### src/rtl/register_file_writer.sv
`default_nettype none
// +--------------------------------------------------------------------------+
// | register_file_writer: storage and write port of the register file, with  |
// | single/burst writes and a one-entry-per-cycle clear sweep.               |
// | Revision: 1.0                                                            |
// +--------------------------------------------------------------------------+
module register_file_writer #(
    parameter int NUM_REGS = 64,
    parameter int DATA_W   = 16,
    parameter int IDX_W    = 6
) (
    input  logic                       clk,
    input  logic                       rst_n,
    input  logic                       wr_valid_i,
    output logic                       wr_ready_o,
    input  logic                       wr_burst_i,
    input  logic [IDX_W-1:0]           wr_index_i,
    input  logic [DATA_W-1:0]          wr_data_i,
    input  logic                       ptr_load_i,
    input  logic [IDX_W-1:0]           ptr_value_i,
    input  logic                       clr_req_i,
    output logic [NUM_REGS*DATA_W-1:0] regs_o,
    output logic [IDX_W-1:0]           wr_ptr_o,
    output logic                       busy_o,
    output logic                       clr_done_o
);

    typedef enum logic [0:0] {
        IDLE  = 1'b0,
        CLEAR = 1'b1
    } state_t;

    localparam logic [IDX_W-1:0] C_LAST = IDX_W'(NUM_REGS - 1);

    state_t              state_q, state_d;
    logic [IDX_W-1:0]    cnt_q, cnt_d;
    logic [IDX_W-1:0]    ptr_q, ptr_d;
    logic                busy_q, busy_d;
    logic                clr_done_q, clr_done_d;
    logic [DATA_W-1:0]   mem_q [NUM_REGS];

    logic                w_fire;
    logic [IDX_W-1:0]    w_target;

    assign wr_ready_o = (state_q == IDLE) & ~clr_req_i;
    assign w_fire     = wr_valid_i & wr_ready_o;
    assign w_target   = wr_burst_i ? ptr_q : wr_index_i;

    always_comb begin
        state_d    = state_q;
        cnt_d      = cnt_q;
        clr_done_d = 1'b0;
        case (state_q)
            IDLE: begin
                if (clr_req_i) begin
                    state_d = CLEAR;
                    cnt_d   = '0;
                end
            end
            CLEAR: begin
                cnt_d = cnt_q + IDX_W'(1);
                if (cnt_q == C_LAST) begin
                    state_d    = IDLE;
                    clr_done_d = 1'b1;
                end
            end
            default: state_d = IDLE;
        endcase
        busy_d = (state_d == CLEAR);
    end

    // Load has priority; a same-cycle burst write already used the old pointer.
    always_comb begin
        ptr_d = ptr_q;
        if (ptr_load_i) begin
            ptr_d = ptr_value_i;
        end else if (w_fire && wr_burst_i) begin
            ptr_d = ptr_q + IDX_W'(1);
        end
    end

    always_ff @(posedge clk or negedge rst_n) begin
        if (!rst_n) begin
            state_q    <= IDLE;
            cnt_q      <= '0;
            ptr_q      <= '0;
            busy_q     <= 1'b0;
            clr_done_q <= 1'b0;
        end else begin
            state_q    <= state_d;
            cnt_q      <= cnt_d;
            ptr_q      <= ptr_d;
            busy_q     <= busy_d;
            clr_done_q <= clr_done_d;
        end
    end

    always_ff @(posedge clk or negedge rst_n) begin
        if (!rst_n) begin
            for (int i = 0; i < NUM_REGS; i++) begin
                mem_q[i] <= '0;
            end
        end else if (state_q == CLEAR) begin
            mem_q[cnt_q] <= '0;
        end else if (w_fire) begin
            mem_q[w_target] <= wr_data_i;
        end
    end

    generate
        for (genvar g = 0; g < NUM_REGS; g++) begin : g_flat
            assign regs_o[DATA_W*g +: DATA_W] = mem_q[g];
        end
    endgenerate

    assign wr_ptr_o   = ptr_q;
    assign busy_o     = busy_q;
    assign clr_done_o = clr_done_q;

endmodule
`default_nettype wire

### config.mk
export PLATFORM = sky130hd
export DESIGN_NAME = register_file_writer
export DESIGN_NICKNAME = d
export VERILOG_FILES = /design/src/rtl/register_file_writer.sv
export SDC_FILE = /design/constraint.sdc
export NUM_CORES = 1
export LEC_CHECK = 0
export ABC_AREA = 1
export CAP_MARGIN = 20
export CORE_AREA = 3 3 409 411
export DETAILED_ROUTE_END_ITERATION = 16
export DIE_AREA = 0 0 412 414
export GPL_TIMING_DRIVEN = 0
export HOLD_SLACK_MARGIN = 0.03
export PLACE_DENSITY = 0.54
export SETUP_SLACK_MARGIN = 0.5
export SLEW_MARGIN = 20
export SYNTH_ARGS = -nofsm -noshare
export SYNTH_HDL_FRONTEND = slang
export SYNTH_SLANG_ARGS = --single-unit
### constraint.sdc
create_clock -name clk -period 1.63 [get_ports clk]
set_input_delay 0.326 -clock clk [delete_from_list [all_inputs] [get_ports clk]]
set_output_delay 0.326 -clock clk [all_outputs]
set_load 0.02 [all_outputs]
Word-level counts from Yosys, hierarchy flattened
Cells that the tools add are included.
{"block": "word_totals", "in_bits": 34, "reg_bits": 1038}
{"block": "op_classes", "magnitude_cmp": 4, "reduce_logical": 5, "muxes": 17, "n_eq_ne": 2, "n_addsub": 2, "n_bitwise": 8}
{"operator": "2-to-1 mux 1024 bit", "count": 2}
{"operator": "AND 1024 bit", "count": 1}
{"operator": "bitwise mux 1024 bit", "count": 1}
{"operator": "inverter 1024 bit", "count": 1}
{"operator": "demux 16 bit (select 6 bit)", "count": 2}
{"operator": "2-to-1 mux 16 bit", "count": 2}
{"operator": "2-to-1 mux 6 bit", "count": 4}
{"operator": ">= comparator 7 bit, second input constant", "count": 2}
{"operator": "< comparator 7 x 1 -> 1 bit, second input constant", "count": 2}
{"operator": "inverter 6 -> 7 bit", "count": 2}
{"operator": "adder 6 x 1 -> 6 bit, second input constant", "count": 2}
{"operator": "one-hot mux 6 bit (2 select lines)", "count": 1}
{"operator": "equality test 6 bit, second input constant", "count": 1}
{"operator": "2-to-1 mux 1 bit", "count": 4}
{"operator": "nonzero test 2 bit", "count": 2}
{"operator": "logical AND 1 bit", "count": 3}
{"operator": "AND 1 bit", "count": 2}
{"operator": "!= test 2 bit, second input constant", "count": 1}
{"operator": "inverter 1 bit", "count": 2}
{"operator": "one-hot mux 1 bit (2 select lines)", "count": 1}

Logic depth before layout (Yosys ltp)
Gate-level depths: netlist (run 1).
{"block": "depth", "word_depth": 9, "depth_mapped": 13}

Least setup slack after synthesis (run 1)
Ideal clock, no wire load.
{"block": "synth_path", "kind": "register -> register", "from": "reg busy_o (netlist name)", "to": "reg mem_q (netlist bit regs_o[995])", "setup_time_ns": 0.134, "path_buffers": 2, "period_less_slack_ns": 1.835, "setup_slack_ns": -0.205, "required_time_ns": 1.496, "arrival_ns": 1.701, "stages_incl_launch_ff": 11, "cell_sequence": "dfrtp_1 > inv_2 > nand2_2 > nor2_4 > inv_6 > buf_6 > nor2_4 > nand2_1 > buf_2 > nand3_1 > o21ai_0"}
{"element": "end signal: indexed assignment", "line_no": "106", "rtl": "mem_q[w_target] <= wr_data_i;"}
{"element": "end: declaration", "line_no": "40", "rtl": "logic [DATA_W-1:0] mem_q [NUM_REGS];"}

==> results of run 1 <==
==> worst min path at each step <==
stage                                  from  slack [ns]                 endpoint  depth (start not counted)
global placement    regs_o[985]$_DFFE_PN0P_        0.48  regs_o[985]$_DFFE_PN0P_                          2
CTS                                   rst_n       -0.52  regs_o[612]$_DFFE_PN0P_                          1
finish                       ptr_value_i[1]        0.17  wr_ptr_o[1]$_DFFE_PN0P_                          3
global route                 ptr_value_i[1]        0.14  wr_ptr_o[1]$_DFFE_PN0P_                          3
floorplan                             rst_n        0.03         busy_o$_DFF_PN0_                          0
detailed placement                    rst_n        0.32  regs_o[567]$_DFFE_PN0P_                          1
==> sequential cells by signal, summed over array words and instances (netlist names) <==
name        flops
regs_o       1024
cnt_q           6
wr_ptr_o        6
busy_o          1
clr_done_o      1
==> per-stage QoR <==
step / power [mW] / util
after global placement: 36.2 / 0.333
after floorplan: 31.0 / -
after global routing: 68.7 / 0.385
after CTS: 66.6 / 0.373
after detailed placement: 37.1 / 0.336
final: 66.4 / 0.385
==> layer usage <==
metal,up-vias,GRT usage
li1,17400,-
met2,1880,0.419
met4,6,0.0975
met3,358,0.0860
met5,-,0
met1,20300,0.306
==> cells in the mapped netlist, types with 10 or more instances <==
cell      count
inv_1        42
nor3_4       18
o21ai_0     441
nand2_2      24
nand3_1    1066
dfrtp_1    1038
inv_2        24
buf_4        22
o21ai_1      95
clkbuf_1    224
buf_2        83
nand2_1    1149
nor2_1       19
nor2_4       10
==> critical path: stages, from the launching register on <==
cell     delay (ns)
dfrtp_2        0.44
inv_4          0.10
nand2_8        0.07
nor2_4         0.13
buf_12         0.16
inv_16         0.05
buf_12         0.14
nor2_4         0.10
buf_12         0.16
buf_8          0.15
nand2_8        0.09
buf_8          0.16
nand3_2        0.06
o21ai_1        0.06
==> where the power goes <==
group / total [mW] / internal, mW / switching [mW]
Clock: 28.3 / 16.4 / 11.9
Combinational: 11.0 / 3.25 / 7.78
Sequential: 27.1 / 26.5 / 0.594
==> layout make-up <==
cell class              instances  share of cell area
diodes                         11            0.000434
plain buffers                 335              0.0423
clock buffers                 177              0.0560
clock inverters                46             0.00896
inverters                      70             0.00760
multi-input cells            2868               0.233
flip-flops and latches       1038               0.410
well taps                    2189              0.0432
repair buffers               1300               0.198
repair inverters                1            0.000138
==> repair_timing <==
item | in CTS | in global routing
setup endpoints to repair | 2738 | 2737
pin swaps | 58 | 59
hold endpoints to repair | 113 | 371
setup buffers | 125 | 49
resized for setup | 1729 | 451
hold buffers | 2 | 1
gates cloned | 17 | 27
==> cells by family after synthesis <==
family / synth area share
compound gates: 0.0665
xor+xnor: 0.000213
fa+ha+maj: 0.000608
buf+inv: 0.0427
flops: 0.631
simple gates: 0.259
==> results.cfg, run 1 <==
[routing]
drtIter0Drc = 3753
wl_met2_mm = 109
drcViolationCount = 0
antenna_left = 0
routedLengthMet1_mm = 87.7
post_drt_wl_per_cell_um = 28.4
wl_met3_mm = 22.1
routed.top_layer = met5
wl_mm = 228
vias = 39900
first_pass_iters = 6
vias_per_cell = 4.97

[synth]
mappedNetlistArea_um2 = 41200
yosys_warnings = 0
synth-seq-cells = 1038
ys_types = 34
yosysSeqAreaShare = 0.631
ys_async_sr_fraction = 1.00
synth-edff-count = 0
synth_top_area_cell = dfrtp_1
syn_area_per_cell_um2 = 9.55
syn_inst = 4310
synth.area.top_cells = dfrtp_1, nand3_1, nand2_1
synth-main-ff-cell = dfrtp_1
syn_nets = 4346
yosysTopAreaCellShare = 0.631

[power_and_ir_drop]
vdd_drop_max_mv = 0.991
power_leakage_nw = 35.1
pwr_density_cell_nw_per_um2 = 1050

[worst_setup_path]
arrival_ns = 2.63
critPathCaptureType = register
r2r_end = regs_o[747]$_DFFE_PN0P_
reg2regPathDepth = 13
path_class = reg -> reg
timing.rr.start = busy_o$_DFF_PN0_
cp-endpoint = regs_o[747]$_DFFE_PN0P_
start_kind = register
r2r_slack_ns = -0.43
crit_path_max_fanout = 7
cp_data_required_time_ns = 2.20
cp-startpoint = busy_o$_DFF_PN0_

[die]
die_area_um2 = 171000
floorplan.initialDensity = 0.250
rows = 149
core_area_um2 = 164000
fp.dieH_um = 414
die_w_um = 412
pin_count = 1067

[timing]
fin_setup_tns_ns = -526.50
tightest_slew_ns = 1.08
whs_ns = 0.171
skew_ns = 0.0304
max_clock_freq_mhz = 485
setup_ws_ns = -0.433
hold_viol = 0
setup_violations = 2342
post-route-period-util = 1.27
rsz0062_at_grt = true
maxSlewViolCount = 0
min_period_ns = 2.06
maxSlewHeadroom = 0.278

[global_route]
grt_max_degree = 143
grt_pass1_vias = 37900
grt_usage = 0.255
grt_remaining_overflow = 0
grt_pass1_wl_mm = 308
antenna_found_initial = 18

[final_layout]
seq_area_um2 = 26000
layout_common_cells = nand2_1, dfrtp_1, nand3_1, dlygate4sd2_1, o21ai_0
nets = 5770
layout-drive-gt1-share = 0.186
stdcell_area_um2 = 63400
multiInputGateArea_um2 = 14800
syn_to_final_growth_pct = 53.9
fillers = 16800
layout_commonest_cell = nand2_1
layout.cells.non_filler = 8035

[cts]
cts_buffer_depth = 3
numCtsBuffers = 120
clkSlewWorstSetupHoldPaths_ns = 0.06
htree_levels = 3
cts_tree = done
cts.sinks = 1038
root_buffer = clkbuf_16
clkLatencyLatePin_ns = 0.74

[placed_design]
gp_congestion = 0.893
io_buffers = 1064
placedCellCount = 7580
dpl.hpwl_mm = 167
dpl_worst_slack_ns = -1.75
dpl_cell_area_um2 = 55300

[run_status]
violations = negative setup slack
status = finished, violations left

[run]
maxCapViolCount = 0

[hold_path]
min_path_type = in -> reg
Power figures use the tool's default switching activity.
==> run 2, diff against run 1 <==
- SETUP_SLACK_MARGIN: 0.5 -> 0.2
==> results.cfg, run 2 (synthesis results as in run 1) <==
[run_status]
status = finished, violations left
violations = negative hold slack, negative setup slack

[timing]
whs_ns = -0.493
rsz0062_at_grt = true
max_clock_freq_mhz = 483
tightest_slew_ns = 1.11
hold_viol = 114
setup_ws_ns = -0.439
skew_ns = 0.0328
post-route-period-util = 1.27
setup_violations = 2058
maxSlewHeadroom = 0.261
maxSlewViolCount = 0
min_period_ns = 2.07

[die]
core_area_um2 = 164000
fp.dieH_um = 414
die_w_um = 412
pin_count = 1067
floorplan.initialDensity = 0.250
die_area_um2 = 171000
rows = 149

[routing]
vias = 39900
drtIter0Drc = 3733
post_drt_wl_per_cell_um = 28.3
drcViolationCount = 0
vias_per_cell = 4.96
first_pass_iters = 6
antenna_left = 0
wl_mm = 228

[power_and_ir_drop]
vdd_drop_max_mv = 0.994
power_leakage_nw = 35.1
p_total_mw = 66.4
pwr_density_cell_nw_per_um2 = 1050

[cts]
cts_buffer_depth = 3
root_buffer = clkbuf_16
clkSlewWorstSetupHoldPaths_ns = 0.07
cts.sinks = 1038
clkLatencyLatePin_ns = 0.75
hold_buffers = 2
numCtsBuffers = 120
cts_tree = done
htree_levels = 3

[global_route]
antenna_found_initial = 19
grt_pass1_wl_mm = 308
grt_max_degree = 143
grt_pass1_vias = 37900
grt_remaining_overflow = 0
grt_usage = 0.255

[placed_design]
dpl.hpwl_mm = 167
dpl_worst_slack_ns = -1.75
io_buffers = 1064
gp_congestion = 0.893

[final_layout]
syn_to_final_growth_pct = 53.8
layout_common_cells = nand2_1, dfrtp_1, nand3_1, dlygate4sd2_1, o21ai_0
layout_commonest_cell = nand2_1
largest_reg_flops = 1024
layout-drive-gt1-share = 0.186
nets = 5768

[worst_setup_path]
start_kind = primary input
crit_path_max_fanout = 10
path_class = in -> reg
arrival_ns = 2.63
cp_data_required_time_ns = 2.20
critPathCaptureType = register

[hold_path]
min_path_type = in -> async

[run]
maxCapViolCount = 0
==> run 2: stage by stage <==
stage               cells  hold WS, ns  setup TNS (ns)  instance area (um^2)   util
finish               8034       -0.493         -487.96                 63300  0.385
global route         8027       -0.480         -648.18                 63300  0.385
CTS                  7947       -0.518         -693.98                 61300  0.373
detailed placement   7580        0.325        -1769.31                 55300  0.336
global placement     7563        0.482               -                 54800  0.333
floorplan            4310       0.0304          -71.21                 41400      -
==> run 2: critical path, cell delays in order <==
cell and delay, ns:
clkdlybuf4s50_1 0.77, inv_1 0.64, clkbuf_1 0.66, o21ai_0 0.21
==> run 2: final timing paths <==
| kind | slack (ns) | from | to | depth (start not counted) |
|---|---|---|---|---|
| worst max-delay path | -0.44 | wr_data_i[0] | regs_o[496]$_DFFE_PN0P_ | 4 |
| worst min-delay path | -0.49 | rst_n | regs_o[612]$_DFFE_PN0P_ | 1 |
| worst max register to register | -0.42 | busy_o$_DFF_PN0_ | regs_o[747]$_DFFE_PN0P_ | 13 |
| worst min register to register | 0.49 | regs_o[599]$_DFFE_PN0P_ | regs_o[599]$_DFFE_PN0P_ | 2 |
| max in group asynchronous | 0.37 | rst_n | regs_o[751]$_DFFE_PN0P_ | 4 |
| min in group clk | 0.17 | ptr_value_i[1] | wr_ptr_o[1]$_DFFE_PN0P_ | 3 |
==> run 2: routing by layer <==
| metal | routed length [um] | GRT usage | vias to the layer above |
|---|---|---|---|
| met5 | 51 | 0 | - |
| li1 | - | - | 17400 |
| met2 | 108000 | 0.419 | 1874 |
| met1 | 87700 | 0.306 | 20200 |
| met3 | 21800 | 0.0860 | 359 |
| met4 | 9750 | 0.0975 | 8 |
==> run 2: layout make-up <==
cell class	instances	area (um^2)
Antenna cell	12	30.0
Buffer	335	2680
Clock buffer	177	3550
Clock inverter	46	568
Fill cell	16800	101000
Inverter	70	482
Multi-Input combinational cell	2868	14800
Sequential cell	1038	26000
Tap cell	2189	2740
Timing Repair Buffer	1298	12500
Timing Repair inverter	1	8.76
==> run 2: power by group <==
| group | leakage [nW] | internal (mW) | switching (mW) |
|---|---|---|---|
| registers | 14.4 | 26.5 | 0.593 |
| clock network | 2.03 | 16.4 | 11.9 |
| logic | 18.6 | 3.24 | 7.77 |
| total | 35.1 | 46.1 | 20.2 |
==> run 2: timing repair <==
action,in CTS,in global routing
cloned,17,26
buffers inserted,125,49
pin swaps,58,59
gates resized for setup,1729,450
hold endpoints to repair,113,107
endpoints found under the setup margin,2322,2721
